==> config.mk <==
export PLATFORM = sky130hd
export DESIGN_NAME = alu_share_ctrl
export DESIGN_NICKNAME = d
export VERILOG_FILES = /design/src/rtl/alu_share_ctrl.sv
export SDC_FILE = /design/constraint.sdc
export NUM_CORES = 1
export LEC_CHECK = 0
export CAP_MARGIN = 20
export CELL_PAD_IN_SITES_DETAIL_PLACEMENT = 1
export CELL_PAD_IN_SITES_GLOBAL_PLACEMENT = 1
export CORE_MARGIN = 4
export CORE_UTILIZATION = 26
export DETAILED_ROUTE_END_ITERATION = 8
export PLACE_DENSITY = 0.88
export SYNTH_ARGS = -nofsm -noshare
export SYNTH_HDL_FRONTEND = slang
export SYNTH_SLANG_ARGS = --single-unit
==> constraint.sdc <==
create_clock -name clk -period 3.2 [get_ports clk]
set_input_delay 0.32 -clock clk [delete_from_list [all_inputs] [get_ports clk]]
set_output_delay 0.32 -clock clk [all_outputs]
set_load 0.01 [all_outputs]
==> src/rtl/alu_share_ctrl.sv <==
// Two-port arbiter and sequencer for the shared 32-bit ALU: one operation in flight at a time.
// Optional macro DIV0_TRAP_EN: a divide with B==0 is answered at once with an error response.
module alu_share_ctrl #(
  parameter int unsigned MULDIV_CYCLES = 4,
  parameter int unsigned SINGLE_CYCLES = 1
) (
  input  logic        clk,
  input  logic        reset,
  input  logic        req0_valid,
  input  logic [31:0] req0_a,
  input  logic [31:0] req0_b,
  input  logic [3:0]  req0_sel,
  output logic        req0_ready,
  input  logic        req1_valid,
  input  logic [31:0] req1_a,
  input  logic [31:0] req1_b,
  input  logic [3:0]  req1_sel,
  output logic        req1_ready,
  output logic [31:0] alu_a,
  output logic [31:0] alu_b,
  output logic [3:0]  alu_sel,
  input  logic [31:0] alu_res,
  input  logic        alu_zero,
  output logic        rsp_valid,
  output logic        rsp_id,
  output logic [31:0] rsp_res,
  output logic        rsp_zero,
  output logic        rsp_err,
  input  logic        rsp_ready,
  output logic        busy
);

  localparam logic [3:0] SEL_MUL = 4'b0011;
  localparam logic [3:0] SEL_DIV = 4'b0100;
  localparam logic [3:0] CNT_MD  = 4'(MULDIV_CYCLES - 1);
  localparam logic [3:0] CNT_SC  = 4'(SINGLE_CYCLES - 1);

  typedef enum logic [1:0] {S_IDLE, S_EXEC, S_RESP} state_t;

  state_t      r_state;
  state_t      w_next;
  logic        r_last;
  logic        r_id;
  logic [3:0]  r_cnt;
  logic [3:0]  r_sel;
  logic [31:0] r_a;
  logic [31:0] r_b;
  logic [31:0] r_res;
  logic        r_zero;

  logic        w_g0;
  logic        w_g1;
  logic        w_accept;
  logic        w_capture;
  logic        w_done;
  logic        w_trap;
  logic        w_slow;
  logic [31:0] w_a;
  logic [31:0] w_b;
  logic [3:0]  w_sel;

  // Round-robin: on a tie the port that did not win last time is granted.
  assign w_g0   = req0_valid & (~req1_valid | r_last);
  assign w_g1   = req1_valid & (~req0_valid | ~r_last);
  assign w_a    = w_g1 ? req1_a   : req0_a;
  assign w_b    = w_g1 ? req1_b   : req0_b;
  assign w_sel  = w_g1 ? req1_sel : req0_sel;
  assign w_slow = (w_sel == SEL_MUL) | (w_sel == SEL_DIV);

`ifdef DIV0_TRAP_EN
  assign w_trap = (w_sel == SEL_DIV) & (w_b == '0);
`else
  assign w_trap = 1'b0;
`endif

  always_comb begin
    w_next    = r_state;
    w_accept  = 1'b0;
    w_capture = 1'b0;
    w_done    = 1'b0;
    case (r_state)
      S_IDLE: begin
        if (w_g0 | w_g1) begin
          w_accept = 1'b1;
          w_next   = w_trap ? S_RESP : S_EXEC;
        end
      end
      S_EXEC: begin
        if (r_cnt == '0) begin
          w_capture = 1'b1;
          w_next    = S_RESP;
        end
      end
      S_RESP: begin
        if (rsp_ready) begin
          w_done = 1'b1;
          w_next = S_IDLE;
        end
      end
      default: w_next = S_IDLE;
    endcase
  end

  always_ff @(posedge clk or posedge reset) begin
    if (reset) begin
      r_state <= S_IDLE;
      r_last  <= 1'b1;
      r_id    <= 1'b0;
      r_cnt   <= '0;
      r_sel   <= '0;
      r_a     <= '0;
      r_b     <= '0;
      r_res   <= '0;
      r_zero  <= 1'b0;
    end else begin
      r_state <= w_next;
      if (w_accept) begin
        r_a   <= w_a;
        r_b   <= w_b;
        r_sel <= w_sel;
        r_id  <= w_g1;
        r_cnt <= w_slow ? CNT_MD : CNT_SC;
      end else if ((r_state == S_EXEC) && (r_cnt != '0)) begin
        r_cnt <= r_cnt - 1'b1;
      end
      if (w_capture) begin
        r_res  <= alu_res;
        r_zero <= alu_zero;
      end else if (w_accept && w_trap) begin
        r_res  <= '1;
        r_zero <= 1'b0;
      end
      if (w_done) begin
        r_last <= r_id;
      end
    end
  end

`ifdef DIV0_TRAP_EN
  logic r_err;

  always_ff @(posedge clk or posedge reset) begin
    if (reset) begin
      r_err <= 1'b0;
    end else if (w_accept) begin
      r_err <= w_trap;
    end
  end

  assign rsp_err = r_err;
`else
  assign rsp_err = 1'b0;
`endif

  // Ready is masked during reset so every output reads 0 while reset is held.
  assign req0_ready = (r_state == S_IDLE) & ~reset & w_g0;
  assign req1_ready = (r_state == S_IDLE) & ~reset & w_g1;

  assign alu_a     = (r_state == S_EXEC) ? r_a   : '0;
  assign alu_b     = (r_state == S_EXEC) ? r_b   : '0;
  assign alu_sel   = (r_state == S_EXEC) ? r_sel : '0;
  assign rsp_valid = (r_state == S_RESP);
  assign rsp_id    = r_id;
  assign rsp_res   = r_res;
  assign rsp_zero  = r_zero;
  assign busy      = (r_state != S_IDLE);

endmodule

# Yosys cells after proc, flatten, opt, wreduce, memory -nomap -nowiden
# Cells that the tools add are included.
# word_totals
ff_bits	109
input_bits	174
output_inout_bits	107
elab_cells	56
# op_classes
addsub	1
n_eq_ne	7
n_mux	19
n_bitwise	13
reduce_logical	7
# ops
op	count
$mux 32	4
$mux 4	4
$mux 2	4
$mux 1	6
$pmux 2 s3	1
$and 1x1->1	5
$eq 4x2->1 const B	1
$eq 4x3->1 const B	1
$logic_not 4->1	1
$ne 2x2->1 const B	2
$not 1->1	4
$or 1x1->1	4
$reduce_bool 2->1	2
$reduce_bool 4->1	1
$sub 4x1->4 const B	1
$reduce_and 3->1	1
$eq 2x1->1 const B	1
$eq 2x2->1 const B	1
$logic_not 2->1	1
$ne 2x1->1 const B	1
$logic_and 1x1->1	1

# Logic depth before layout (Yosys ltp)
# logic_depth
ltp_word	8
mapped_depth	6

# Worst setup path after synthesis
# No wires, ideal clock.
# synth_timing
kind	in2out
startpoint	in reset
endpoint	out req1_ready
arrival_ns	3.068
required_ns	2.880
setup_slack_ns	-0.188
stages	2
path_buffers	0
path_cell_list	inv_1 -> and3_1
# synth_between
elab_chain_cells	3
# synth_rtl
element	line_no	source
start: declaration	8	input logic reset,
$not 1->1	157	assign req1_ready = (r_state == S_IDLE) & ~reset & w_g1;
$and 1x1->1 (2 in series)	157	
end: declaration	18	output logic req1_ready,
# No other way between the ends.

# Final worst setup path
# layout_timing
startpoint	reg r_state[1]
endpoint	out alu_a[30]
# layout_between
elab_chain_cells	2
# layout_rtl
element	line_no	source
start: declaration	40	state_t r_state;
start signal: assignment	116	r_state <= w_next;
$eq 2x1->1	159	assign alu_a = (r_state == S_EXEC) ? r_a : '0;
$mux 32	159	
end: declaration	19	output logic [31:0] alu_a,
# No other way between the ends.

==> metrics.yaml <==
sta:
  tightest_slew_ns: 0.809
  rsz0062_at_grt: "no"
  min_period_over_period_pct: 82.7
  finalHoldViolCount: 0
  min_period_ns: 2.65
  final_max_slew_viol_count: 0
  finalSetupTns_ns: 0
  skew_ns: 0.0163
  hold-worst-slack_ns: 0.475
  setup_violations: 0
  slew_headroom_pct: 45.9
  max_freq_mhz: 378
placement:
  dp.cells: 1016
  port_buffers: 279
  post_dp_cell_area_sq_um: 8340
  gpl.final_weighted_congestion: 0.702
  post-dp-hpwl_um: 13700
layout:
  nets: 933
  stdcell_count: 1033
  fill_cells: 2245
  multi_input_area_sq_um: 2370
  seq_area_sq_um: 2730
  drive_gt1_share_pct: 8.66
  final_area_sq_um: 8660
  area_growth_pct: 62.6
worst_setup_path:
  cp_cell_sequence: "nor2b_4, buf_4, and2_1, clkdlybuf4s50_1"
  required_ns: 2.88
  critPathBufInv: 2
  crit_fanout: 29
  critPathArrivalTime_ns: 2.33
  crit_family: "buffers and inverters"
  regToRegSetupSlack_ns: 1.12
  start_kind: "flop"
  timing.rr.start: "r_state[1]"
  reg2reg_to: "rsp_res[23]"
  path_class: "flop to output port"
  cp.depth: 4
  slowest_stage: "clkdlybuf4s50_1"
  reg2reg_depth: 3
  end_kind: "output port"
  max_stage_delay_ns: 0.56
logic_synthesis:
  syn_avg_cell_area_sq_um: 10.8
  yosys_warnings: 0
  synth-edff-count: 0
  synth.distinct_cells: 36
  ys_seq_area_share_pct: 51.3
  ys_top_cells_by_area: "dfrtp_1, mux2i_1, and2_1"
  synthCells: 495
  synth_area_sq_um: 5320
  synth_nets: 671
  ys_ff_latch: 109
  synth_top_area_cell: "dfrtp_1"
  synthArstFlopShare_pct: 100
  synthFlopType: "dfrtp_1"
  yosysMostFrequentCell: "dfrtp_1"
  yosysTopAreaCellShare_pct: 50.8
  synthTopCellsByCount: "dfrtp_1, nand2_1, o21ai_0"
routing:
  dr.pass1.iters: 4
  via_per_inst: 4.41
  route.detailed.drc: 0
  via_count: 4551
  drt_iter0_drc: 125
  wl_um: 17600
  ant_nets: 0
  wl_per_cell_um: 17.1
grt:
  grt_antenna_before_repair: 1
  grt_max_degree: 110
  grt.overflow.total: 0
  grtUsageTotal_pct: 15.2
  grt_pass1_vias: 4918
  grt_pass1_wl_um: 27000
floorplanning:
  core_sq_um: 20200
  fp.dieArea_sq_um: 22800
  start_util_pct: 26.4
  io_pins: 281
  chipWidth_um: 151
  fp.dieH_um: 151
  rows: 52
cts:
  cts_num_sinks: 109
  cts_resized: 0
  cts_setup_buffers: 0
  path_clk_slew_ns: 0.08
  clockRootBuffer: "clkbuf_16"
  clk_latency_ns: 0.36
  htreeDepth: 3
  clockBufferDepth: 2
  hold_buffers: 0
  cts_buffers: 9
  cts_tree: "done"
power_and_ir_drop:
  power_density_nw_per_um2: 844
  ir_worst_vdd_v: 0.000234
  finalPower_mw: 7.31
  p_leak_nw: 3.65
run:
  maxCapViolCount: 0
min_path:
  hold_depth: 2
  hold_start: "r_b[29]"
  hp-class: "flop to flop"
  min_to: "r_b[29]"
run_status:
  status: "finished clean"
[placed cells by master, fill, tap and decap left out, types with 2 or more instances in the layout]
| cell | count |
|---|---|
| nor2_1 | 5 |
| nand2b_1 | 2 |
| buf_12 | 2 |
| nand2_1 | 74 |
| mux2i_1 | 69 |
| dfrtp_1 | 108 |
| inv_6 | 2 |
| o21ai_0 | 70 |
| nand3b_1 | 2 |
| ha_1 | 2 |
| clkinv_8 | 4 |
| and2_1 | 68 |
| inv_1 | 5 |
| buf_4 | 5 |
| clkbuf_16 | 9 |
| clkdlybuf4s50_1 | 279 |
| mux2_2 | 34 |
[stage by stage]
step	util [%]	worst slack (ns)
floorplan	-	0.541
global placement	41.3	0.916
detailed placement	41.3	0.837
CTS	42.9	0.465
global route	42.9	0.341
finish	42.9	0.553
[worst reg2reg max path: cells and delay by family, from the launching register on]
family        cells  cell delay (ns)
mux               1             0.50
flops             1             0.42
simple gates      2             1.04
[final cells by class]
type                            instances  share of cell area, %
Inverter                                6                  0.304
Clock buffer                            9                   2.60
Antenna cell                            1                 0.0289
Clock inverter                          7                   1.06
Timing Repair Buffer                  286                   33.2
Multi-Input combinational cell        345                   27.4
Tap cell                              270                   3.90
Sequential cell                       109                   31.5
[cell families (layout without fill, tap and decap cells)]
kind of cell	Yosys count	in the layout	synth area share (%)
xor+xnor	2	2	0.329
simple gates	160	160	15.4
buf+inv	41	308	4.65
mux	103	103	20.2
flops	109	109	51.3
fa+ha+maj	2	2	0.470
other cells	1	2	0.0704
compound gates	77	77	7.66
[state kept, by name, summed over array words and instances, names as in the netlist]
| signal | cells |
|---|---|
| r_a | 32 |
| r_b | 32 |
| r_cnt | 4 |
| r_last | 1 |
| r_sel | 4 |
| r_state | 2 |
| rsp_id | 1 |
| rsp_res | 32 |
| rsp_zero | 1 |
[report_power, final]
part	internal, mW	switching, mW
Sequential	2.07	0.360
Combinational	2.03	1.69
Clock	0.564	0.598
[how the worst max path moves through the flow]
stage                from    endpoint  slack [ns]
3_5_place_dp   req1_valid    r_cnt[1]        0.84
3_3_place_gp   req1_valid    r_cnt[1]        0.92
5_1_grt        r_state[1]   alu_a[30]        0.34
6_report       r_state[1]   alu_a[30]        0.55
4_1_cts        r_state[1]    alu_b[5]        0.46
2_1_floorplan       reset  req1_ready        0.54
[per-layer routing]
metal  vias up  GRT usage [%]  share of wire (%)
li1       2183              -                  -
met5         -              0              0.074
met1      2188           17.0                 38
met2       159           27.3                 52
met4         2           5.12                1.6
met3        19           5.00                8.8
No activity file was read; power rests on OpenSTA's default activity.
